==> src/rtl/control_unit.sv <==
// Hardwired Mini SRC control sequencer: fetch F0-F3, execute E0-E5, HALT.
// Define MUL_DIV_EN to enable the mul/div execute sequence; otherwise those opcodes run as nop.
module control_unit (
   input  logic        Clock,
   input  logic        Clear,
   input  logic [31:0] IR,
   input  logic        ConFF_Out,
   input  logic        Stop,
   output logic        Run,
   output logic [4:0]  CONTROL,
   output logic        PC_Out,
   output logic        MDR_Out,
   output logic        ZHI_Out,
   output logic        ZLO_Out,
   output logic        HI_Out,
   output logic        LO_Out,
   output logic        C_Out,
   output logic        InPort_Out,
   output logic        R_Out,
   output logic        BA_Out,
   output logic        PC_In,
   output logic        MDR_In,
   output logic        MAR_In,
   output logic        IR_In,
   output logic        Y_In,
   output logic        ZHI_In,
   output logic        ZLO_In,
   output logic        HI_In,
   output logic        LO_In,
   output logic        OutPort_In,
   output logic        Con_In,
   output logic        R_In,
   output logic        G_RA,
   output logic        G_RB,
   output logic        G_RC,
   output logic        IncPC,
   output logic        Read,
   output logic        Write
);

   typedef enum logic [3:0] {
      S_F0, S_F1, S_F2, S_F3, S_E0, S_E1, S_E2, S_E3, S_E4, S_E5, S_HALT
   } state_t;

   typedef enum logic [3:0] {
      C_ALU, C_IMM, C_LDI, C_LD, C_ST, C_UNARY, C_MULDIV, C_BR,
      C_JR, C_IN, C_OUT, C_MFHI, C_MFLO, C_NOP, C_HALT
   } class_t;

   state_t      state_q, state_d;
   logic        active_q;
   class_t      cls;
   logic [4:0]  opcode;
   logic [4:0]  imm_ctl;
   logic        unused_ir;

   assign opcode    = IR[31:27];
   assign unused_ir = ^IR[26:0];

   always_comb begin
      cls = C_NOP;
      case (opcode)
         5'd0:  cls = C_LD;
         5'd1:  cls = C_LDI;
         5'd2:  cls = C_ST;
         5'd3, 5'd4, 5'd5, 5'd6, 5'd7, 5'd8, 5'd9, 5'd10, 5'd11: cls = C_ALU;
         5'd12, 5'd13, 5'd14: cls = C_IMM;
`ifdef MUL_DIV_EN
         5'd15, 5'd16: cls = C_MULDIV;
`else
         5'd15, 5'd16: cls = C_NOP;
`endif
         5'd17, 5'd18: cls = C_UNARY;
         5'd19: cls = C_BR;
         5'd20: cls = C_JR;
         5'd22: cls = C_IN;
         5'd23: cls = C_OUT;
         5'd24: cls = C_MFHI;
         5'd25: cls = C_MFLO;
         5'd27: cls = C_HALT;
         default: cls = C_NOP;
      endcase
   end

   always_comb begin
      case (opcode)
         5'd12:   imm_ctl = 5'b00011;
         5'd13:   imm_ctl = 5'b00101;
         default: imm_ctl = 5'b00110;
      endcase
   end

   // active_q keeps F0 silent during reset and until the first edge after Clear rises.
   always_ff @(posedge Clock or negedge Clear) begin
      if (!Clear) begin
         state_q  <= S_F0;
         active_q <= 1'b0;
      end else begin
         state_q  <= state_d;
         active_q <= 1'b1;
      end
   end

   always_comb begin
      state_d = S_F0;
      case (state_q)
         S_F0: state_d = (active_q && !Stop) ? S_F1 : S_F0;
         S_F1: state_d = S_F2;
         S_F2: state_d = S_F3;
         S_F3: state_d = S_E0;
         S_E0: begin
            case (cls)
               C_JR, C_IN, C_OUT, C_MFHI, C_MFLO, C_NOP: state_d = S_F0;
               C_HALT:  state_d = S_HALT;
               default: state_d = S_E1;
            endcase
         end
         S_E1: state_d = (cls == C_UNARY) ? S_F0 : S_E2;
         S_E2: begin
            case (cls)
               C_LD, C_ST, C_MULDIV, C_BR: state_d = S_E3;
               default:                    state_d = S_F0;
            endcase
         end
         S_E3: state_d = (cls == C_LD || cls == C_ST) ? S_E4 : S_F0;
         S_E4: state_d = (cls == C_LD) ? S_E5 : S_F0;
         S_E5: state_d = S_F0;
         S_HALT: state_d = S_HALT;
         default: state_d = S_F0;
      endcase
   end

   always_comb begin
      Run        = active_q && (state_q != S_HALT) && !(state_q == S_F0 && Stop);
      CONTROL    = '0;
      PC_Out     = 1'b0;
      MDR_Out    = 1'b0;
      ZHI_Out    = 1'b0;
      ZLO_Out    = 1'b0;
      HI_Out     = 1'b0;
      LO_Out     = 1'b0;
      C_Out      = 1'b0;
      InPort_Out = 1'b0;
      R_Out      = 1'b0;
      BA_Out     = 1'b0;
      PC_In      = 1'b0;
      MDR_In     = 1'b0;
      MAR_In     = 1'b0;
      IR_In      = 1'b0;
      Y_In       = 1'b0;
      ZHI_In     = 1'b0;
      ZLO_In     = 1'b0;
      HI_In      = 1'b0;
      LO_In      = 1'b0;
      OutPort_In = 1'b0;
      Con_In     = 1'b0;
      R_In       = 1'b0;
      G_RA       = 1'b0;
      G_RB       = 1'b0;
      G_RC       = 1'b0;
      IncPC      = 1'b0;
      Read       = 1'b0;
      Write      = 1'b0;
      case (state_q)
         S_F0: if (active_q && !Stop) begin
            PC_Out = 1'b1; MAR_In = 1'b1; IncPC = 1'b1;
         end
         S_F1: Read = 1'b1;
         S_F2: begin Read = 1'b1; MDR_In = 1'b1; end
         S_F3: begin MDR_Out = 1'b1; IR_In = 1'b1; end
         S_E0: begin
            case (cls)
               C_ALU, C_IMM:       begin G_RB = 1'b1; R_Out = 1'b1; Y_In = 1'b1; end
               C_LDI, C_LD, C_ST:  begin G_RB = 1'b1; BA_Out = 1'b1; Y_In = 1'b1; end
               C_UNARY: begin G_RB = 1'b1; R_Out = 1'b1; CONTROL = opcode; ZLO_In = 1'b1; end
               C_MULDIV: begin G_RA = 1'b1; R_Out = 1'b1; Y_In = 1'b1; end
               C_BR:    begin G_RA = 1'b1; R_Out = 1'b1; Con_In = 1'b1; end
               C_JR:    begin G_RA = 1'b1; R_Out = 1'b1; PC_In = 1'b1; end
               C_IN:    begin InPort_Out = 1'b1; G_RA = 1'b1; R_In = 1'b1; end
               C_OUT:   begin G_RA = 1'b1; R_Out = 1'b1; OutPort_In = 1'b1; end
               C_MFHI:  begin HI_Out = 1'b1; G_RA = 1'b1; R_In = 1'b1; end
               C_MFLO:  begin LO_Out = 1'b1; G_RA = 1'b1; R_In = 1'b1; end
               default: ;
            endcase
         end
         S_E1: begin
            case (cls)
               C_ALU:   begin G_RC = 1'b1; R_Out = 1'b1; CONTROL = opcode; ZLO_In = 1'b1; end
               C_IMM:   begin C_Out = 1'b1; ZLO_In = 1'b1; CONTROL = imm_ctl; end
               C_LDI, C_LD, C_ST: begin C_Out = 1'b1; CONTROL = 5'b00011; ZLO_In = 1'b1; end
               C_UNARY: begin ZLO_Out = 1'b1; G_RA = 1'b1; R_In = 1'b1; end
               C_MULDIV: begin
                  G_RB = 1'b1; R_Out = 1'b1; CONTROL = opcode; ZHI_In = 1'b1; ZLO_In = 1'b1;
               end
               C_BR:    begin PC_Out = 1'b1; Y_In = 1'b1; end
               default: ;
            endcase
         end
         S_E2: begin
            case (cls)
               C_ALU, C_IMM, C_LDI: begin ZLO_Out = 1'b1; G_RA = 1'b1; R_In = 1'b1; end
               C_LD, C_ST: begin ZLO_Out = 1'b1; MAR_In = 1'b1; end
               C_MULDIV:   begin ZLO_Out = 1'b1; LO_In = 1'b1; end
               C_BR:       begin C_Out = 1'b1; CONTROL = 5'b00011; ZLO_In = 1'b1; end
               default: ;
            endcase
         end
         S_E3: begin
            case (cls)
               C_LD:     Read = 1'b1;
               C_ST:     begin G_RA = 1'b1; R_Out = 1'b1; MDR_In = 1'b1; end
               C_MULDIV: begin ZHI_Out = 1'b1; HI_In = 1'b1; end
               C_BR:     begin ZLO_Out = 1'b1; PC_In = ConFF_Out; end
               default: ;
            endcase
         end
         S_E4: begin
            case (cls)
               C_LD:    begin Read = 1'b1; MDR_In = 1'b1; end
               C_ST:    Write = 1'b1;
               default: ;
            endcase
         end
         S_E5: if (cls == C_LD) begin
            MDR_Out = 1'b1; G_RA = 1'b1; R_In = 1'b1;
         end
         default: ;
      endcase
   end

endmodule
==> config.mk <==
export PLATFORM = sky130hd
export DESIGN_NAME = control_unit
export DESIGN_NICKNAME = d
export VERILOG_FILES = /design/src/rtl/control_unit.sv
export SDC_FILE = /design/constraint.sdc
export NUM_CORES = 1
export LEC_CHECK = 0
export ABC_CLOCK_PERIOD_IN_PS = 2670
export BUFFER_PORTS_ARGS = -buffer_cell sky130_fd_sc_hd__buf_2
export CORE_ASPECT_RATIO = 0.7
export CORE_MARGIN = 8
export CORE_UTILIZATION = 36
export DETAILED_ROUTE_END_ITERATION = 6
export PLACE_DENSITY = 0.69
export SETUP_SLACK_MARGIN = 0.4
export SLEW_MARGIN = 20
export SYNTH_ARGS = -nofsm -noshare
export SYNTH_HDL_FRONTEND = slang
export SYNTH_SLANG_ARGS = --single-unit
==> constraint.sdc <==
create_clock -name Clock -period 2.67 [get_ports Clock]
set_input_delay 0.4005 -clock Clock [delete_from_list [all_inputs] [get_ports Clock]]
set_output_delay 0.4005 -clock Clock [all_outputs]
set_load 0.02 [all_outputs]
==> summary.txt, run 1 <==
Outcome
  – Status: finished with violations
  – Failing checks: setup timing

Floorplanning
  – Die area: 5300 um^2
  – Initial core utilization: 37.1%
  – Site row count: 17
  – Core area: 3110 um^2
  – Die Width: 83.6 um
  – Die Span Y: 63.3 um
  – Io pins: 70

Yosys
  – Synthesis warning total: 0
  – Post-synth top area cell: dfrtp_1
  – Synth unique cells: 49
  – Average size of a mapped cell: 6.47 um^2
  – Xor-xnor portion of the synthesized cell area: 0%
  – Seq/Total Area, Yosys: 10.9%
  – Largest family of logic cells by synthesized area: simple AND/OR/NAND/NOR gates
  – Synth Register Bits: 5
  – Synth area leaders: dfrtp_1 11%, nor2_1 7.5%, nand2_1 5.9%, ha_1 5.4%, a21oi_1 5.2%
  – Predominant post-synthesis flop cell: dfrtp_1
  – Simple-gate area share of the yosys netlist: 44.2%
  – Post-synth EDFFs: 0
  – Post-synth top cells: 23 x nor2_1, 18 x nand2_1, 12 x a21oi_1, 12 x nor3_1, 11 x o21ai_0
  – Mux contribution to synthesized area: 0.869%
  – Mapped Nets: 219
  – Top-area cell type share of the netlist area: 10.9%
  – Post-synth ARST share: 100%
  – Cells after Synth: 178
  – Adder-Cell Fraction of Synth Area: 5.43%
  – Area fraction in compound gates after synthesis: 31.7%
  – Top-count cell post-synth: nor2_1
  – Mapped Area: 1150 um^2

STA
  – Fmax achieved: 351 MHz
  – Slew Limit Headroom: 64.7%
  – Final setup margin: -180 ps
  – RSZ-0062 raised after global routing: yes
  – Worst clock skew: 0.495 ps
  – Setup total negative slack: -1030 ps
  – Final min period: 2850 ps
  – Slew @ Worst Pin: 529 ps
  – Crit share post-route: 107%
  – Count of final hold-check violations: 0
  – # setup viols final: 15
  – Pins over their slew limit: 0

Power and ir drop
  – Pwr Total: 1.29 mW
  – Maximum vdd ir drop: 590 uV
  – Pwr Density: 462 nW/um^2
  – Pleak: 1.24 nW

Worst setup path
  – Critical Path Max Stage Delay: 400 ps
  – Slowest CP cell: nor3_4
  – Reg-to-reg endpoint: state_q[1]$_DFF_PN0_
  – CP Cell Sequence: buf_12 > inv_6 > ha_4 > nor4bb_4 > buf_4 > nor3_4 > nand2_4 > nor2_4 > nor3_1 > buf_4 > o211ai_1 > buf_4
  – CP Launch Type: input pin
  – Worst Setup End Kind: output pin
  – Crit path kind: input pin to output pin
  – Worst Path Arrival: 2450 ps
  – Most common cell on crit path: buf_4
  – Crit Reg-Reg Startpoint: state_q[1]$_DFF_PN0_
  – R2r setup slk: 600 ps
  – R2R depth: 6
  – Crit-path max FO: 6
  – Data required time of the critical path: 2270 ps

Drt
  – Drt via density: 6.79
  – DR pass1 iterations: 6
  – DRT iter0 DRCs: 488
  – Wire per inst: 24.6 um
  – Post-route ant nets: 0
  – Residual DRC: 0
  – Drt total wl: 8.22 mm
  – Via count: 2,269

Finish
  – P&R area growth vs syn: 143%
  – Final instance area: 2800 um^2
  – Ant. Diodes: 0
  – Final nets: 338
  – Fin util: 90.2%
  – Fraction of layout cells with a size suffix above 1: 66.9%

Place
  – Post-detail-place hpwl: 3.71 mm
  – Setup Slack @ Placement: -99.7 ps
  – DP Area: 1930 um^2
  – Port Buffer Count: 42
  – RePlAce Congestion: 0.932

Clock tree
  – H-Tree Depth: 1
  – Root Driver: clkbuf_8
  – Sink Count: 5
  – CTS tree: done
  – Clk Latency, worst-skew pair: 220 ps
  – Clock Tree Buf Depth: 2
  – CTS clk-pin slew, worst paths: 40 ps
  – TritonCTS buffer count: 3

GRT
  – Initial antenna violation count: 0
  – First-pass GRT wire length: 9.56 mm
  – Tot GR Track Use: 21.1%
  – Vias in the first global route: 1,952
  – Largest net degree at the start of global routing: 11
  – GR Overflow Total: 0

Worst hold path
  – Worst hold path type: input pin to asynchronous set/reset pin

Flow run
  – Max-capacitance violation count: 0
[worst max-delay path: cells and delay by family]
| family | cells | cell delay (ps) |
|---|---|---|
| buf+inv | 5 | 620 |
| fa+ha+maj | 1 | 290 |
| simple gates | 5 | 1040 |
| compound gates | 1 | 90 |
[cells in the final DEF (no fill, tap or decap), types with 4 or more instances in the layout]
cell,synthesis,final
buf_6,0,50
nand2_1,18,11
nand3_1,9,6
a21oi_1,12,8
buf_4,4,58
nor3_4,0,6
nor2_1,23,16
or3_4,1,4
nor2b_1,8,5
nand2_2,1,5
inv_1,6,4
o21ai_0,11,4
buf_2,4,9
o22ai_1,5,4
o21ai_1,2,4
ha_4,0,5
nor3_2,2,5
dfrtp_1,5,5
nor2_4,0,6
[layout make-up]
cell class,count,area [um^2]
Clock buffer,4,45.0
Fill cell,126,304
Inverter,6,32.5
Multi-Input combinational cell,159,1430
Sequential cell,5,125
Tap cell,38,47.5
Timing Repair Buffer,122,1120
[sequential cells by signal, indices dropped and copies added, names as in the netlist]
signal    count
state_q       4
active_q      1
[cells by family (layout without fill, tap and decap cells)]
logic type,count (synthesis),after routing
buffers and inverters,15,132
multiplexers,1,1
AND/OR/NAND/NOR,97,98
flip-flops,5,5
adder cells (fa/ha/maj),5,5
other,1,1
AO/OA/AOI/OAI,54,54
[per-stage QoR]
| step | instances | hold slack (ps) |
|---|---|---|
| after global routing | 334 | 552 |
| after detailed placement | 300 | 218 |
| final | 334 | 530 |
| after floorplan | 178 | 105 |
| after global placement | 300 | 215 |
| after CTS | 323 | 523 |
[power breakdown]
part           total [mW]  internal [mW]  switching, mW
registers           0.156         0.0986         0.0577
clock network       0.143          0.103         0.0399
logic               0.995          0.431          0.564
total                1.29          0.632          0.661
[worst max-delay path by stage]
stage	slack [ps]	depth (start not counted)	startpoint	endpoint
floorplan	160	7	IR[27]	ZLO_In
global placement	-120	11	IR[27]	MDR_In
detailed placement	-100	11	IR[27]	MDR_In
CTS	90	9	IR[28]	R_In
global route	-190	12	IR[28]	ZLO_In
finish	-180	12	IR[28]	ZLO_In
[routing by layer]
layer / track usage (%) / wire (um) / share of wire [%]
met1: 27.1 / 3060 / 37
met2: 32.9 / 3470 / 42
met3: 6.68 / 1100 / 13
met4: 5.79 / 592 / 7.2
met5: 0 / 0 / 0
[what timing repair did]
item,4_1_cts,5_1_grt
buffers inserted,17,11
pin swaps,35,37
gates resized for setup,99,57
setup endpoints to repair,32,31
hold buffers,1,0
hold endpoints to repair,5,0
cloned,1,0
No activity file was read; power rests on OpenSTA's default activity.
==> run 2: changes to the inputs <==
--- a/config.mk
+++ b/config.mk
@@ -5,7 +5,7 @@
 export SDC_FILE = /design/constraint.sdc
 export NUM_CORES = 1
 export LEC_CHECK = 0
-export ABC_CLOCK_PERIOD_IN_PS = 2670
+export ABC_CLOCK_PERIOD_IN_PS = 3400
 export BUFFER_PORTS_ARGS = -buffer_cell sky130_fd_sc_hd__buf_2
 export CORE_ASPECT_RATIO = 0.7
 export CORE_MARGIN = 8
==> constraint.sdc (replaced) <==
create_clock -name Clock -period 3.4 [get_ports Clock]
set_input_delay 0.51 -clock Clock [delete_from_list [all_inputs] [get_ports Clock]]
set_output_delay 0.51 -clock Clock [all_outputs]
set_load 0.02 [all_outputs]
==> run 2 against run 1 <==
Effect of this change:
- the run now ends clean
- global-route usage is 7.1 points lower
- sequential power is 28% lower
- final cell count is 21% lower
- routed wire length is 48% lower
- sequential share of layout area is 3.1 points higher
- combinational power is 56% lower
- clock power is 25% lower
- sequential cell count stayed put
- critical path depth is 2 lower
- design area is 41% lower
- clock skew is 1.1 ps higher
- largest cell class unchanged
- largest power group unchanged
==> summary.txt, run 2 (same netlist as run 1, synthesis figures left out) <==
Worst setup path
  – Data required time of the critical path: 2890 ps (+620 ps)
  – R2r setup slk: 1560 ps (+960 ps)
  – Reg-to-reg endpoint: state_q[3]$_DFF_PN0_
  – R2R depth: 5 (-1)
  – Setup crit end: R_In
  – Crit Reg-Reg Startpoint: state_q[2]$_DFF_PN0_
  – Crit path kind: input pin to output pin
  – Worst Path Arrival: 2440 ps (about the same)
  – Slowest CP cell: or3b_1
  – Critical Path Max Stage Delay: 370 ps (-30 ps)
  – Crit-path max FO: 8 (+2)
  – CP Launch Type: input pin
  – Worst Setup End Kind: output pin
  – Start point of the critical path: IR[28]
  – CP Cell Sequence: buf_4 > inv_4 > ha_4 > nor4bb_4 > or3_4 > nand2_8 > mux2i_2 > a21oi_2 > or3b_1 > buf_6

Clock tree
  – CTS clk-pin slew, worst paths: 30 ps (about the same)
  – Clock Tree Buf Depth: 2 (unchanged)
  – CTS tree: done
  – H-Tree Depth: 1 (unchanged)
  – Root Driver: clkbuf_8
  – TritonCTS buffer count: 3 (unchanged)
  – Clk Latency, worst-skew pair: 220 ps (about the same)
  – Sink Count: 5 (unchanged)
  – CTS Hold Bufs: 0 (-1)

Floorplanning
  – Die Span Y: 63.3 um (unchanged)
  – Die area: 5300 um^2 (unchanged)
  – Site row count: 17 (unchanged)
  – Die Width: 83.6 um (unchanged)
  – Io pins: 70 (unchanged)
  – Initial core utilization: 37.1% (unchanged)
  – Core area: 3110 um^2 (unchanged)

Power and ir drop
  – Pwr Total: 0.658 mW (-49%)
  – Pwr Density: 397 nW/um^2 (-14%)
  – Pleak: 0.779 nW (-37%)
  – Maximum vdd ir drop: 205 uV (-65%)

Finish
  – Ant. Diodes: 0 (unchanged)
  – Final instance area: 1660 um^2 (-41%)
  – Most frequent cells in the layout: 39 x buf_2, 22 x nor2_1, 16 x nand2_1
  – Commonest non-fill, non-tap cell in the layout: buf_2
  – Filler instances: 303 (+140%)
  – Reg with most FFs: state_q
  – P&R area growth vs syn: 43.9%
  – Fraction of layout cells with a size suffix above 1: 37.2% (-30 points)
  – Max reg flops: 4 (unchanged)
  – Largest registers: state_q x4, active_q x1
  – Final nets: 268 (-21%)

GRT
  – Initial antenna violation count: 0 (unchanged)
  – Largest net degree at the start of global routing: 23 (+12)
  – Vias in the first global route: 1,350 (-31%)
  – Tot GR Track Use: 14.0% (-7.1 points)
  – First-pass GRT wire length: 6.47 mm (-32%)
  – GR Overflow Total: 0 (unchanged)

Place
  – DP Area: 1410 um^2 (-27%)
  – Post-detail-place hpwl: 3.15 mm (-15%)
  – Port Buffer Count: 42 (unchanged)
  – RePlAce Congestion: 0.923 (-0.94%)

STA
  – Count of final hold-check violations: 0 (unchanged)
  – RSZ-0062 raised after global routing: yes
  – Pins over their slew limit: 0 (unchanged)
  – Fmax achieved: 339 MHz
  – Crit share post-route: 86.8%
  – # setup viols final: 0 (-15)
  – Final min period: 2950 ps
  – Min Hold Slack: 95.3 ps (-434 ps)
  – Setup total negative slack: 0 ps (+1030 ps)
  – Worst clock skew: 1.57 ps (+1.07 ps)

Drt
  – Drt via density: 5.95 (-12%)
  – Residual DRC: 0 (unchanged)
  – Wire per inst: 16.2 um (-34%)
  – DR pass1 iterations: 5 (-1)
  – Drt total wl: 4.27 mm (-48%)
  – Via count: 1,572 (-31%)
  – DRT iter0 DRCs: 202 (-59%)
  – Post-route ant nets: 0 (unchanged)

Outcome
  – Status: complete, no violations

Worst hold path
  – Worst hold path type: input pin to asynchronous set/reset pin

Flow run
  – Max-capacitance violation count: 0 (unchanged)
[run 2: cell count changes in the layout (fill, tap and decap cells not counted), sizes merged]
cell,before,now
dlygate4sd3,1,0
clkbuf,4,5
buf,121,52
nand3,10,9
[run 2: cell type report]
| cell class | count | area (um^2) | area share [%] |
|---|---|---|---|
| sequential | 5 | 125 | 7.55 |
| multi-input combinational | 158 | 1080 | 65.4 |
| inverter | 6 | 27.5 | 1.66 |
| tap | 38 | 47.5 | 2.87 |
| timing repair buffer | 53 | 329 | 19.8 |
| clock buffer | 4 | 45.0 | 2.72 |
[run 2: power breakdown]
| part | leakage [nW] | total, mW | switching, mW | internal [mW] |
|---|---|---|---|---|
| logic | 0.693 | 0.437 | 0.280 | 0.157 |
| clock network | 0.0228 | 0.107 | 0.0272 | 0.0803 |
| registers | 0.0640 | 0.113 | 0.0358 | 0.0777 |
[run 2: worst min-delay path by stage]
| stage | from | end |
|---|---|---|
| final | Clear | active_q$_DFF_PN0_ |
| after global routing | Clear | active_q$_DFF_PN0_ |
| after CTS | Clear | active_q$_DFF_PN0_ |
| after detailed placement | Clear | active_q$_DFF_PN0_ |
| after global placement | Clear | active_q$_DFF_PN0_ |
| after floorplan | Clear | active_q$_DFF_PN0_ |
[run 2: layer usage]
metal / vias up / global-route usage (%) / wire, um
met1: 730 / 20.5 / 2060
met5: - / 0 / 0
met4: 0 / 1.50 / 7
li1: 750 / - / -
met3: 2 / 4.75 / 482
met2: 90 / 19.2 / 1720
[run 2: what timing repair did]
action / in CTS / in global routing
gates resized for setup: 6 / 28
pin swaps: 1 / 8
gates cloned: 0 / 1
setup buffers: 0 / 4
setup endpoints to repair: 14 / 16
[run 2: per-stage QoR]
stage | setup slack, ps | cells | util, %
floorplan | 411 | 178 | -
global placement | 207 | 255 | 45.4
detailed placement | 196 | 255 | 45.4
CTS | 349 | 259 | 47.8
global route | 354 | 264 | 53.4
finish | 448 | 264 | 53.4
[run 2: critical path, delay by kind of cell]
family / cells / cell delay [ps]
AOI/OAI and AO/OA: 1 / 190
adders and majority gates: 1 / 200
buffers and inverters: 3 / 360
muxes: 1 / 160
and+or+nand+nor: 4 / 1010
==> run 3: changes to the inputs <==
==> constraint.sdc (replaced) <==
create_clock -name Clock -period 3.4 [get_ports Clock]
set_input_delay 0.51 -clock Clock [delete_from_list [all_inputs] [get_ports Clock]]
set_output_delay 0.51 -clock Clock [all_outputs]
set_load 0.005 [all_outputs]
==> run 3 against run 2 <==
Effect of this change:
- sequential cell count unchanged
- routed wire length down 1.2%
- critical path depth unchanged
- worst setup slack better by 20 ps
- fmax up 0.69%
- global-route usage down 0.21 points
- die area unchanged
- worst hold slack worse by 3.6 ps
- final cell count up 0.76%
- critical endpoint is now CONTROL[3]
- largest cell class unchanged
- largest power group unchanged
==> summary.txt, run 3 (same netlist as run 1, synthesis figures left out) <==
Drt
  – Drt total wl: 4.22 mm (-1.2%)
  – Via count: 1,555 (-1.1%)
  – Post-route ant nets: 0 (unchanged)
  – Wire per inst: 15.8 um (-2.0%)
  – Residual DRC: 0 (unchanged)
  – DR pass1 iterations: 5 (unchanged)
  – Drt via density: 5.85 (-1.8%)
  – DRT iter0 DRCs: 226 (+12%)

Worst setup path
  – Worst Setup End Kind: output pin
  – Reg-to-reg endpoint: state_q[3]$_DFF_PN0_
  – R2R depth: 5 (unchanged)
  – Crit Reg-Reg Startpoint: state_q[2]$_DFF_PN0_
  – CP Launch Type: input pin
  – R2r setup slk: 1620 ps (+60 ps)
  – Setup crit end: CONTROL[3]
  – Crit path kind: input pin to output pin
  – Start point of the critical path: IR[28]
  – Crit-path max FO: 6 (-2)
  – Worst Path Arrival: 2420 ps (-20 ps)
  – Data required time of the critical path: 2890 ps (about the same)

STA
  – Setup total negative slack: 0 ps (unchanged)
  – Fmax achieved: 341 MHz (+0.69%)
  – Final setup margin: 468 ps (+20.2 ps)
  – Worst clock skew: 2.64 ps (+1.07 ps)
  – # setup viols final: 0 (unchanged)
  – Pins over their slew limit: 0 (unchanged)
  – Final min period: 2930 ps (-20.2 ps)
  – Count of final hold-check violations: 0 (unchanged)
  – Crit share post-route: 86.2% (-0.59 points)
  – RSZ-0062 raised after global routing: no

Finish
  – Commonest non-fill, non-tap cell in the layout: buf_2
  – Fin util: 51.4% (-2.0 points)
  – Most frequent cells in the layout: 42 x buf_2, 22 x nor2_1, 17 x nand2_1
  – Combined area of the multi-input logic cells: 1050 um^2 (-3.2%)
  – Largest registers: state_q x4, active_q x1
  – Final instance area: 1600 um^2 (-3.7%)
  – P&R area growth vs syn: 38.5%
  – Post-route insts no fill: 266 (+0.76%)
  – Fraction of layout cells with a size suffix above 1: 37.3% (+0.11 points)
  – Reg with most FFs: state_q
  – Final nets: 270 (+0.75%)
  – Max reg flops: 4 (unchanged)
  – Ant. Diodes: 0 (unchanged)
  – Filler instances: 321 (+5.9%)
  – FF+latch area: 125 um^2 (unchanged)

Clock tree
  – TritonCTS buffer count: 3 (unchanged)
  – Clk Latency, worst-skew pair: 220 ps (about the same)
  – Root Driver: clkbuf_8
  – H-Tree Depth: 1 (unchanged)
  – Sink Count: 5 (unchanged)
  – CTS tree: done
  – CTS clk-pin slew, worst paths: 40 ps (about the same)
  – CTS Hold Bufs: 0 (unchanged)
  – Clock Tree Buf Depth: 2 (unchanged)

Power and ir drop
  – Pleak: 0.762 nW (-2.2%)
  – Pwr Density: 364 nW/um^2 (-8.2%)
  – Maximum vdd ir drop: 184 uV (-10%)

Floorplanning
  – Die Width: 83.6 um (unchanged)
  – Core area: 3110 um^2 (unchanged)
  – Io pins: 70 (unchanged)
  – Die Span Y: 63.3 um (unchanged)
  – Die area: 5300 um^2 (unchanged)
  – Initial core utilization: 37.1% (unchanged)
  – Site row count: 17 (unchanged)

GRT
  – Largest net degree at the start of global routing: 17 (-26%)
  – First-pass GRT wire length: 6.40 mm (-1.2%)
  – GR Overflow Total: 0 (unchanged)
  – Vias in the first global route: 1,375 (+1.9%)
  – Tot GR Track Use: 13.7% (-0.21 points)
  – Initial antenna violation count: 0 (unchanged)

Place
  – Port Buffer Count: 42 (unchanged)
  – Setup Slack @ Placement: 266 ps (+70.0 ps)
  – Post-detail-place hpwl: 3.18 mm (+1.2%)
  – DP Area: 1420 um^2 (+0.44%)
  – Placed Cells: 257 (+0.78%)
  – RePlAce Congestion: 0.910 (-1.4%)

Worst hold path
  – Worst hold path type: input pin to asynchronous set/reset pin

Flow run
  – Max-capacitance violation count: 0 (unchanged)

Outcome
  – Status: complete, no violations
## run 3: cell types whose count changed in the layout (fill, tap and decap cells not counted), sizes merged
cell,delta
buf,+3
clkbuf,-1
## run 3: critical path: stages
cell	delay, ps
buf_2	170
inv_2	80
ha_4	300
nor4bb_4	50
or3_4	420
nand2_1	130
nor3_2	80
or3_1	400
and2_1	160
buf_2	120
## run 3: layer usage
metal | vias up | GRT usage (%) | wire (um)
met1 | 712 | 20.4 | 2040
met3 | 0 | 3.85 | 478
li1 | 750 | - | -
met2 | 93 | 19.3 | 1700
met5 | - | 0 | 0
met4 | 0 | 1.29 | 0
## run 3: layout make-up
cell class	count	area share [%]
inverters	6	1.41
multi-input cells	158	65.7
well taps	38	2.98
clock buffers	4	2.82
repair buffers	55	19.3
flip-flops and latches	5	7.84
## run 3: worst min-delay path by stage
stage               cells after the start  start  slack (ps)                  to
finish                                  1  Clear          90  active_q$_DFF_PN0_
global route                            1  Clear          90  active_q$_DFF_PN0_
floorplan                               0  Clear         210  active_q$_DFF_PN0_
CTS                                     1  Clear          90  active_q$_DFF_PN0_
global placement                        1  Clear         330  active_q$_DFF_PN0_
detailed placement                      1  Clear         330  active_q$_DFF_PN0_
## run 3: stage by stage
stage	hold slack, ps	power, mW
floorplan	214	0.320
finish	91.7	0.582
global placement	327	0.436
CTS	92.6	0.553
detailed placement	326	0.436
global route	91.1	0.636
## run 3: repair_timing
item	4_1_cts	5_1_grt
pin swaps	0	7
setup buffers	0	5
endpoints found under the setup margin	13	16
resized for setup	5	16
## run 3: power breakdown
part           internal, mW  switching (mW)
Combinational         0.148           0.214
Clock                0.0804          0.0283
Sequential           0.0777          0.0336
Total                 0.306           0.275
